[src/rtl/hub75_scan_driver.sv]
// hub75_scan_driver: HUB75 LED-matrix scan engine with binary-coded-modulation.
// Fetches one column per 3 cycles from the framebuffer, shifts it into both
// panel halves, latches the row, then holds nOE low for a plane-weighted time.
// Optional feature macro: HUB75_BCM_EN (multi-plane BCM). When undefined only
// the MSB plane is shown, every SHOW lasts SHOW_BASE cycles.
// Output pipeline: rd_en/LATCH/nOE/row_addr are decoded from the next state so
// they are valid during the state itself; colour data is captured from the
// framebuffer at the end of SHIFT_LO, and S_CLK rises one cycle later, so the
// data never moves on an S_CLK edge.
module hub75_scan_driver #(
  parameter int COLS      = 64,
  parameter int SCAN_ROWS = 32,
  parameter int ROW_W     = 5,
  parameter int COL_W     = 6,
  parameter int PLANES    = 4,
  parameter int SHOW_BASE = 8
) (
  input  logic                  clk,
  input  logic                  resetn,
  input  logic                  enable,
  output logic                  rd_en,
  output logic [ROW_W-1:0]      rd_row,
  output logic [COL_W-1:0]      rd_col,
  input  logic [3*PLANES-1:0]   rd_rgb0,
  input  logic [3*PLANES-1:0]   rd_rgb1,
  output logic                  R0,
  output logic                  G0,
  output logic                  B0,
  output logic                  R1,
  output logic                  G1,
  output logic                  B1,
  output logic [ROW_W-1:0]      row_addr,
  output logic                  S_CLK,
  output logic                  LATCH,
  output logic                  nOE,
  output logic                  frame_done
);

  localparam int PL_W  = (PLANES > 1) ? $clog2(PLANES) : 1;
  localparam int CNT_W = PLANES - 1 + $clog2(SHOW_BASE + 1);

  typedef enum logic [2:0] {
    IDLE, FETCH, SHIFT_LO, SHIFT_HI, BLANK, LAT, SHOW, NEXT
  } state_t;

  state_t           state_q, state_d;
  logic [ROW_W-1:0] row_q, row_d;
  logic [COL_W-1:0] col_q, col_d;
  logic [CNT_W-1:0] cnt_q, cnt_d;
  logic [PL_W-1:0]  plane_s;
  logic [CNT_W-1:0] show_len_s;
  logic             plane_last_s;
  logic             row_last_s;
  logic             wrap_s;

  logic             rd_en_q, s_clk_q, latch_q, noe_q, frame_done_q;
  logic [ROW_W-1:0] rd_row_q, row_addr_q;
  logic [COL_W-1:0] rd_col_q;
  logic [5:0]       rgb_q;

`ifdef HUB75_BCM_EN
  logic [PL_W-1:0]  plane_q, plane_d;
  assign plane_s      = plane_q;
  assign plane_last_s = (plane_q == PL_W'(PLANES - 1));
  assign show_len_s   = CNT_W'(SHOW_BASE) << plane_s;
`else
  assign plane_s      = PL_W'(PLANES - 1);
  assign plane_last_s = 1'b1;
  assign show_len_s   = CNT_W'(SHOW_BASE);
`endif

  assign row_last_s = (row_q == ROW_W'(SCAN_ROWS - 1));
  assign wrap_s     = plane_last_s && row_last_s;

  // Select bit `pl` of colour channel `ch` (0=R, 1=G, 2=B) from a packed pixel.
  function automatic logic pick_bit(input logic [3*PLANES-1:0] px,
                                    input int unsigned ch,
                                    input logic [PL_W-1:0] pl);
    logic [3*PLANES-1:0] sh;
    sh = px >> (ch * 32'(PLANES) + 32'(pl));
    return sh[0];
  endfunction

  // State and scan-position registers.
  always_ff @(posedge clk or negedge resetn) begin
    if (!resetn) begin
      state_q <= IDLE;
      row_q   <= '0;
      col_q   <= '0;
      cnt_q   <= '0;
`ifdef HUB75_BCM_EN
      plane_q <= '0;
`endif
    end else begin
      state_q <= state_d;
      row_q   <= row_d;
      col_q   <= col_d;
      cnt_q   <= cnt_d;
`ifdef HUB75_BCM_EN
      plane_q <= plane_d;
`endif
    end
  end

  // Next-state and scan-position update.
  always_comb begin
    state_d = state_q;
    row_d   = row_q;
    col_d   = col_q;
    cnt_d   = cnt_q;
`ifdef HUB75_BCM_EN
    plane_d = plane_q;
`endif
    case (state_q)
      IDLE: begin
        if (enable) state_d = FETCH;
        else        state_d = IDLE;
      end
      FETCH:    state_d = SHIFT_LO;
      SHIFT_LO: state_d = SHIFT_HI;
      SHIFT_HI: begin
        if (col_q == COL_W'(COLS - 1)) begin
          col_d   = '0;
          state_d = BLANK;
        end else begin
          col_d   = col_q + 1'b1;
          state_d = FETCH;
        end
      end
      BLANK: state_d = LAT;
      LAT: begin
        cnt_d   = show_len_s;
        state_d = SHOW;
      end
      SHOW: begin
        if (cnt_q == CNT_W'(1)) state_d = NEXT;
        else                    cnt_d   = cnt_q - 1'b1;
      end
      NEXT: begin
        if (plane_last_s) begin
`ifdef HUB75_BCM_EN
          plane_d = '0;
`endif
          if (row_last_s) row_d = '0;
          else            row_d = row_q + 1'b1;
        end else begin
`ifdef HUB75_BCM_EN
          plane_d = plane_q + 1'b1;
`endif
        end
        if (wrap_s && !enable) state_d = IDLE;
        else                   state_d = FETCH;
      end
      default: state_d = IDLE;
    endcase
  end

  // Registered panel and framebuffer outputs.
  always_ff @(posedge clk or negedge resetn) begin
    if (!resetn) begin
      rd_en_q      <= 1'b0;
      rd_row_q     <= '0;
      rd_col_q     <= '0;
      rgb_q        <= 6'd0;
      s_clk_q      <= 1'b0;
      latch_q      <= 1'b0;
      noe_q        <= 1'b1;
      row_addr_q   <= '0;
      frame_done_q <= 1'b0;
    end else begin
      rd_en_q      <= (state_d == FETCH);
      if (state_d == FETCH) begin
        rd_row_q <= row_d;
        rd_col_q <= col_d;
      end
      if (state_q == SHIFT_LO) begin
        rgb_q <= {pick_bit(rd_rgb0, 32'd0, plane_s), pick_bit(rd_rgb0, 32'd1, plane_s),
                  pick_bit(rd_rgb0, 32'd2, plane_s), pick_bit(rd_rgb1, 32'd0, plane_s),
                  pick_bit(rd_rgb1, 32'd1, plane_s), pick_bit(rd_rgb1, 32'd2, plane_s)};
      end
      s_clk_q      <= (state_q == SHIFT_HI);
      latch_q      <= (state_d == LAT);
      noe_q        <= (state_d != SHOW);
      if (state_d == LAT) row_addr_q <= row_q;
      frame_done_q <= (state_d == NEXT) && wrap_s;
    end
  end

  assign rd_en      = rd_en_q;
  assign rd_row     = rd_row_q;
  assign rd_col     = rd_col_q;
  assign {R0, G0, B0, R1, G1, B1} = rgb_q;
  assign row_addr   = row_addr_q;
  assign S_CLK      = s_clk_q;
  assign LATCH      = latch_q;
  assign nOE        = noe_q;
  assign frame_done = frame_done_q;

endmodule

[config.mk]
export PLATFORM = sky130hd
export DESIGN_NAME = hub75_scan_driver
export DESIGN_NICKNAME = d
export VERILOG_FILES = /design/src/rtl/hub75_scan_driver.sv
export SDC_FILE = /design/constraint.sdc
export NUM_CORES = 1
export LEC_CHECK = 0
export CORE_MARGIN = 2
export CORE_UTILIZATION = 44
export DETAILED_ROUTE_END_ITERATION = 8
export PLACE_DENSITY_LB_ADDON = 0.05
export SYNTH_ARGS = -nofsm -noshare
export SYNTH_HDL_FRONTEND = slang
export SYNTH_SLANG_ARGS = --single-unit
[constraint.sdc]
create_clock -name clk -period 2.3 [get_ports clk]
set_clock_uncertainty 0.2 [all_clocks]
set_input_delay 0.345 -clock clk [delete_from_list [all_inputs] [get_ports clk]]
set_output_delay 0.345 -clock clk [all_outputs]
set_load 0.02 [all_outputs]
==> run_results.csv, run 1 <==
group,metric,value,unit
synthesis,yosysTopAreaCell,"dfrtp_1",
timing,finalMaxSlewViolations,0,
setup_path,path_max_fanout,4,
outcome,status,"finished, violations left",
outcome,violations,"negative setup slack",
clocking,h-tree-depth,2,
synthesis,synthCells,179,
synthesis,synth_nets,215,
setup_path,rr_startpoint,"row_q[0]",
place,dp_hpwl,3.194,mm
floorplan,die_area,0.005602,sq mm
timing,fmax,425.4,MHz
flow_run,drv_cap,0,
setup_path,path_class,"flop to flop",
clocking,cts_tree,"yes",
detailed_routing,totalWireLength,4.421,mm
hold_path,hp-class,"flop to flop",
place,place_area,0.002790,sq mm
timing,max_slew_margin,0.6332,
finish,n_antenna_cell,0,
detailed_routing,firstDrtPassIters,4,
clocking,root_buffer,"clkbuf_8",
floorplan,rows,25,
detailed_routing,vias_per_cell,4.962,
detailed_routing,drtAntennaViolNets,0,
finish,synthToLayoutAreaGrowth,38.41,%
floorplan,chipHeight,74.85,um
detailed_routing,post_drt_wl_per_cell,14.03,um
place,place.gp.congestion,0.7336,
clocking,cts.sinks,48,
setup_path,critPathArrivalTime,2.34,ns
global_route,first_global_vias,1593,
floorplan,die_w,74.85,um
pwr,power.leakage,0.001377,uW
synthesis,postSynthAreaPerCell,12.34,sq um
synthesis,synth_area,0.002208,sq mm
floorplan,initial_core_util,0.4614,
synthesis,ys_seq_elements,48,
pwr,vdd_drop_max,350.8,uV
clocking,worstSkewPairLatency,0.30,ns
synthesis,seq_area_frac_synth,0.5445,
detailed_routing,drc,0,
setup_path,end_kind,"flop",
synthesis,yosys-top-cells-area,"dfrtp_1, mux2_2, mux2_4, ha_1, o21ai_0",
timing,worst_pin_slew,0.5503,ns
synthesis,synth_top_area_frac,0.5326,
clocking,clk_pin_slew,0.08,ns
timing,timing.final.crit_share,1.022,
global_route,antenna_found_initial,0,
detailed_routing,drt_iter0_markers,60,
finish,n_fill_cell,353,
finish,final_area,0.003057,sq mm
timing,min_period,2.351,ns
finish,finalNetCount,283,
place,portBuffers,35,
timing,finalHoldViolCount,0,
pwr,power_density,464.6,mW/mm^2
setup_path,worst_ep_required_time,2.29,ns
timing,worst_slack,-0.05085,ns
clocking,cts-buffers-inserted,5,
hold_path,min_from,"row_addr[3]",
global_route,gr-total-overflow,0,
timing,setup_viol_count_final,10,
synthesis,synth_top_flop_cell,"dfrtp_1",
global_route,grt_first_pass_wirelength,7.258,mm
setup_path,crit_start,"row_q[0]",
floorplan,io_pins,54,
setup_path,cpMaxStageDelayCell,"dfrtp_1",
synthesis,synthArstFlopShare,1.000,
setup_path,critical_path.max_stage_delay,0.39,ns
detailed_routing,num_vias,1563,
finish,drive_above_1_share,0.3427,
global_route,grt_max_degree,27,
synthesis,synth_edf_count,0,
global_route,globalRouteTotalUtil,0.1730,
synthesis,ys_warn_count,0,
synthesis,ys_types,42,
floorplan,coreArea,0.004786,sq mm
setup_path,worst_setup_path_start_kind,"flop",
timing,rsz0062_at_grt,"true",
setup_path,path_cells,"ha_1 > and3_1 > ha_2 > nand2b_1 > a21oi_2 > o22ai_2 > o211a_4 > clkbuf_16 > mux2_4",
clocking,cts_buffer_depth,2,
timing,holdWs,0.3126,ns
## cells by family (layout without fill, tap and decap cells)
kind of cell	after synthesis	count (layout)	synth area share
AOI/OAI and AO/OA	28	28	0.08556
DFF	48	48	0.5445
and+or+nand+nor	48	48	0.1116
xor gates and xnor gates	6	6	0.02380
buffers and inverters	14	83	0.03626
adders and majority gates	9	9	0.05099
muxes	26	26	0.1473
## layout by cell type (no fill, tap or decap), drive strengths merged
cell           instances
o211a                  1
and3b                  1
and3                   1
nand4                  1
and4                   1
dlygate4sd3            1
inv                   10
or2                    1
nand2b                 3
buf                   29
ha                     9
o21ai                 11
and2                   1
o311ai                 1
nor4b                  1
o31ai                  2
o31a                   1
dfstp                  1
nor4                   2
or4b                   1
nand2                 13
xnor2                  5
nor3                   3
a31oi                  2
xor2                   1
dfrtp                 47
a21o                   1
mux2                  25
clkbuf                 8
nor2                  11
mux2i                  1
nor2b                  1
a21oi                  7
or3                    1
clkinvlp               1
o22ai                  1
clkdlybuf4s50         34
a21boi                 1
nand3                  6
## metal layers
metal | part of all wire | wire length (um) | global-route usage | vias to the layer above
met5 | 0 | 0 | 0 | -
met4 | 0.015 | 66 | 0.07341 | 0
met3 | 0.034 | 152 | 0.05087 | 7
met2 | 0.50 | 2192 | 0.2680 | 27
met1 | 0.45 | 2009 | 0.2269 | 764
li1 | - | - | - | 765
## registers in the layout (all words and copies together), names as in the netlist
register,flops
rgb_q,6
LATCH,1
rd_col,6
state_q,3
col_q,6
row_q,5
frame_done,1
rd_en,1
cnt_q,7
nOE,1
rd_row,5
row_addr,5
S_CLK,1
## worst max-delay path, delay by kind of cell, from the launching register on
family          cells  cell delay, ns
buf+inv             1            0.16
mux                 1            0.29
compound gates      3            0.52
flops               1            0.39
fa+ha+maj           2            0.39
simple gates        2            0.28
## worst paths after layout
| path | slack (ns) | to | cells past startpoint |
|---|---|---|---|
| worst max-delay path | -0.05 | rd_row[0] | 9 |
| worst min-delay path | 0.31 | row_addr[3] | 1 |
| worst max register to register | -0.05 | rd_row[0] | 9 |
| worst min register to register | 0.31 | row_addr[3] | 1 |
| max in group asynchronous | 1.02 | row_q[2] | 3 |
| min in group asynchronous | 0.36 | rd_col[5] | 2 |
## area by class of cell
class | count | area, sq um | share of cell area
tap | 67 | 83.83 | 0.02743
clock inverter | 1 | 7.507 | 0.002456
clock buffer | 7 | 86.33 | 0.02824
inverter | 10 | 40.04 | 0.01310
multi-input combinational | 117 | 1003 | 0.3283
sequential | 48 | 1204 | 0.3938
timing repair buffer | 65 | 631.9 | 0.2067
## timing repair
item / 4_1_cts / 5_1_grt
resized for setup: 4 / 20
setup endpoints to repair: 17 / 18
pin swaps: 1 / 6
hold buffers: 1 / 0
hold endpoints to repair: 21 / 0
buffers inserted: 1 / 6
cloned: 0 / 1
## where the power goes
group | switching, uW | internal, uW | leakage, uW
Combinational | 28.5 | 28.3 | 0.000696
Sequential | 2.70 | 848 | 0.000637
Clock | 268 | 244 | 0.0000445
Total | 299 | 1120 | 0.00138
## synthesized netlist by cell type (2+ instances only)
library cell  number
dfrtp_1           47
mux2_2            16
nand2_1           13
nor2_1            11
inv_1             10
o21ai_0           10
ha_1               9
mux2_4             9
a21oi_1            6
nand3_1            6
xnor2_1            5
nand2b_1           3
nor3_1             3
a31oi_1            2
nor4_1             2
## through the flow
step                TNS [ns]  worst slack, ns  cells  power [uW]    util
CTS                  -0.2231         -0.02782    308        1444  0.6097
global route          -1.793          -0.1300    315        1490  0.6387
finish               -0.3319         -0.05085    315        1420  0.6387
floorplan                  0          0.05493    179       879.8       -
global placement     -0.1521         -0.01340    298       923.3  0.5830
detailed placement   -0.3575         -0.04590    298       925.5  0.5830
No activity file was read; power rests on OpenSTA's default activity.
==> run 2: changes to the inputs <==
CORE_ASPECT_RATIO = 2   (was not set)
CORE_UTILIZATION = 50   (was 44)
clock period = 2.91 ns   (was 2.3 ns; I/O delays follow)
==> run 2 against run 1 <==
Effect of this change: worst hold slack got worse by 0.0020 ns; wire length decreased by 3.1%; combinational power decreased by 24%; critical path depth decreased by 1; via count decreased by 5.2%; clock power decreased by 22%; sequential power decreased by 21%; die area decreased by 11%; critical endpoint is now row_addr[3]; count of clock-buffer cells in the layout increased by 1; total power decreased by 22%; global-route usage increased by 2.7 points; sequential cell count unchanged; the run now ends clean.
==> run_results.csv, run 2 (same netlist as run 1, synthesis figures left out) <==
group,metric,value,unit
outcome,status,"finished clean",
detailed_routing,vias_per_cell,5.409,
detailed_routing,drc,0,
clocking,root_buffer,"clkbuf_8",
finish,n_antenna_cell,0,
global_route,globalRouteTotalUtil,0.2003,
pwr,power.leakage,0.001221,uW
place,post-place-ws,0.3678,ns
detailed_routing,totalWireLength,4.286,mm
place,place.gp.congestion,0.8243,
global_route,gr-total-overflow,0,
setup_path,crit_start,"row_q[0]",
setup_path,r2r_slack,0.37,ns
finish,largest_reg_flops,7,
clocking,cts.sinks,48,
pwr,power.share.sequential,0.604,
floorplan,io_pins,54,
pwr,p_comb_frac,0.039,
clocking,ctsResizeCount,0,
finish,synthToLayoutAreaGrowth,21.64,%
floorplan,coreArea,0.004297,sq mm
clocking,cts_buffer_depth,2,
timing,finalHoldViolCount,0,
flow_run,drv_cap,0,
finish,top_register,"cnt_q",
setup_path,worst_ep_required_time,2.89,ns
timing,worst_slack,0.3664,ns
detailed_routing,num_vias,1482,
global_route,first_global_vias,1623,
pwr,sw_frac_of_total,0.2052,
global_route,grt_first_pass_wirelength,7.472,mm
global_route,antenna_found_initial,0,
timing,timing.final.crit_share,0.8741,
timing,max_slew_margin,0.6540,
global_route,grt_max_degree,27,
setup_path,cp-endpoint,"row_addr[3]",
floorplan,chipHeight,97.99,um
clocking,cts_setup_buffers,0,
timing,rsz0062_at_grt,"false",
floorplan,die_area,0.004997,sq mm
timing,min_period,2.544,ns
finish,mostFrequentLayoutCell,"dfrtp_1",
finish,finalNetCount,255,
detailed_routing,firstDrtPassIters,4,
place,dp_hpwl,3.281,mm
detailed_routing,post_drt_wl_per_cell,15.64,um
timing,setup_viol_count_final,0,
timing,finalMaxSlewViolations,0,
finish,final_cell_mix,"dfrtp_1, clkdlybuf4s50_1, mux2_2",
setup_path,end_kind,"flop",
floorplan,die_w,51.00,um
floorplan,initial_core_util,0.5140,
timing,worst_pin_slew,0.5179,ns
place,portBuffers,35,
setup_path,reg2reg_to,"row_addr[3]",
setup_path,critPathArrivalTime,2.53,ns
clocking,cts-buffers-inserted,5,
clocking,hold_buffers,1,
pwr,clockPowerShare,0.357,
pwr,power_density,414.5,mW/mm^2
hold_path,hp-class,"flop to flop",
setup_path,worst_setup_path_start_kind,"flop",
finish,drive_above_1_share,0.1864,
pwr,vdd_drop_max,372.0,uV
floorplan,rows,34,
clocking,h-tree-depth,2,
setup_path,path_max_fanout,6,
detailed_routing,drt_iter0_markers,30,
pwr,power.net_switching,228.5,uW
setup_path,path_class,"flop to flop",
clocking,cts_tree,"yes",
detailed_routing,drtAntennaViolNets,0,
setup_path,rr_startpoint,"row_q[0]",
setup_path,rr_worst_depth,8,
timing,fmax,393.1,MHz
clocking,worstSkewPairLatency,0.29,ns
clocking,clk_pin_slew,0.08,ns
pwr,p_int,885.1,uW
timing,fin_setup_tns,0,ns
## run 2: changes by cell type in the layout (fill, tap and decap cells not counted), moves of 2 or more
cell    previous run  this run
buf_4             24         1
ha_1               3         9
inv_1              6        10
buf_12             3         0
ha_2               3         0
ha_4               3         0
inv_2              3         0
mux2_2            14        16
mux2_4            11         9
nor2_1             9        11
nor2_2             2         0
## run 2: per-stage QoR
stage	cell area, sq um	hold slack (ns)	util	instances	total power [uW]
after global placement	2586	0.2353	0.6019	265	728.0
after floorplan	2208	-0.05909	-	179	695.4
after global routing	2686	0.3332	0.6252	274	1163
after detailed placement	2586	0.2421	0.6019	265	729.9
final	2686	0.3106	0.6252	274	1114
after CTS	2686	0.3157	0.6252	274	1135
## run 2: worst max-delay path, cell delays in order (launching register included)
cell and delay, ns:
dfrtp_1 0.43, ha_1 0.19, and3_1 0.16, ha_1 0.24, nand2b_1 0.08, a21oi_1 0.19, o22ai_2 0.12, o21ai_1 0.42
mux2_2 0.40
## run 2: power by group through the flow
stage / clock network, uW / registers (uW) / logic [uW]
after global placement: 0 / 686 / 42.3
after global routing: 442 / 674 / 47.7
after detailed placement: 0 / 686 / 43.4
final: 398 / 673 / 43.0
after CTS: 417 / 673 / 44.6
after floorplan: 0 / 691 / 3.91
## run 2: worst min path at each step
stage                      startpoint          end  slack (ns)  depth (start not counted)
final                       rd_col[3]    rd_col[3]        0.31                          1
after global routing      row_addr[2]  row_addr[2]        0.33                          1
after CTS                   rd_col[3]    rd_col[3]        0.32                          1
after detailed placement       resetn     cnt_q[4]        0.24                          1
after global placement         resetn     cnt_q[4]        0.24                          1
after floorplan                resetn        LATCH       -0.06                          0
## run 2: layout make-up
class,count,area [sq um]
well taps,54,67.56
multi-input cells,117,925.9
clock buffers,8,90.09
inverters,10,37.54
repair buffers,37,362.8
flip-flops and latches,48,1202
fillers,345,1610
## run 2: layer usage
metal	track usage	part of all wire	vias to the layer above
met5	0	0	-
met4	0.1081	0.034	0
met3	0.03211	0.025	13
met2	0.3556	0.57	27
met1	0.2178	0.37	741
li1	-	-	701
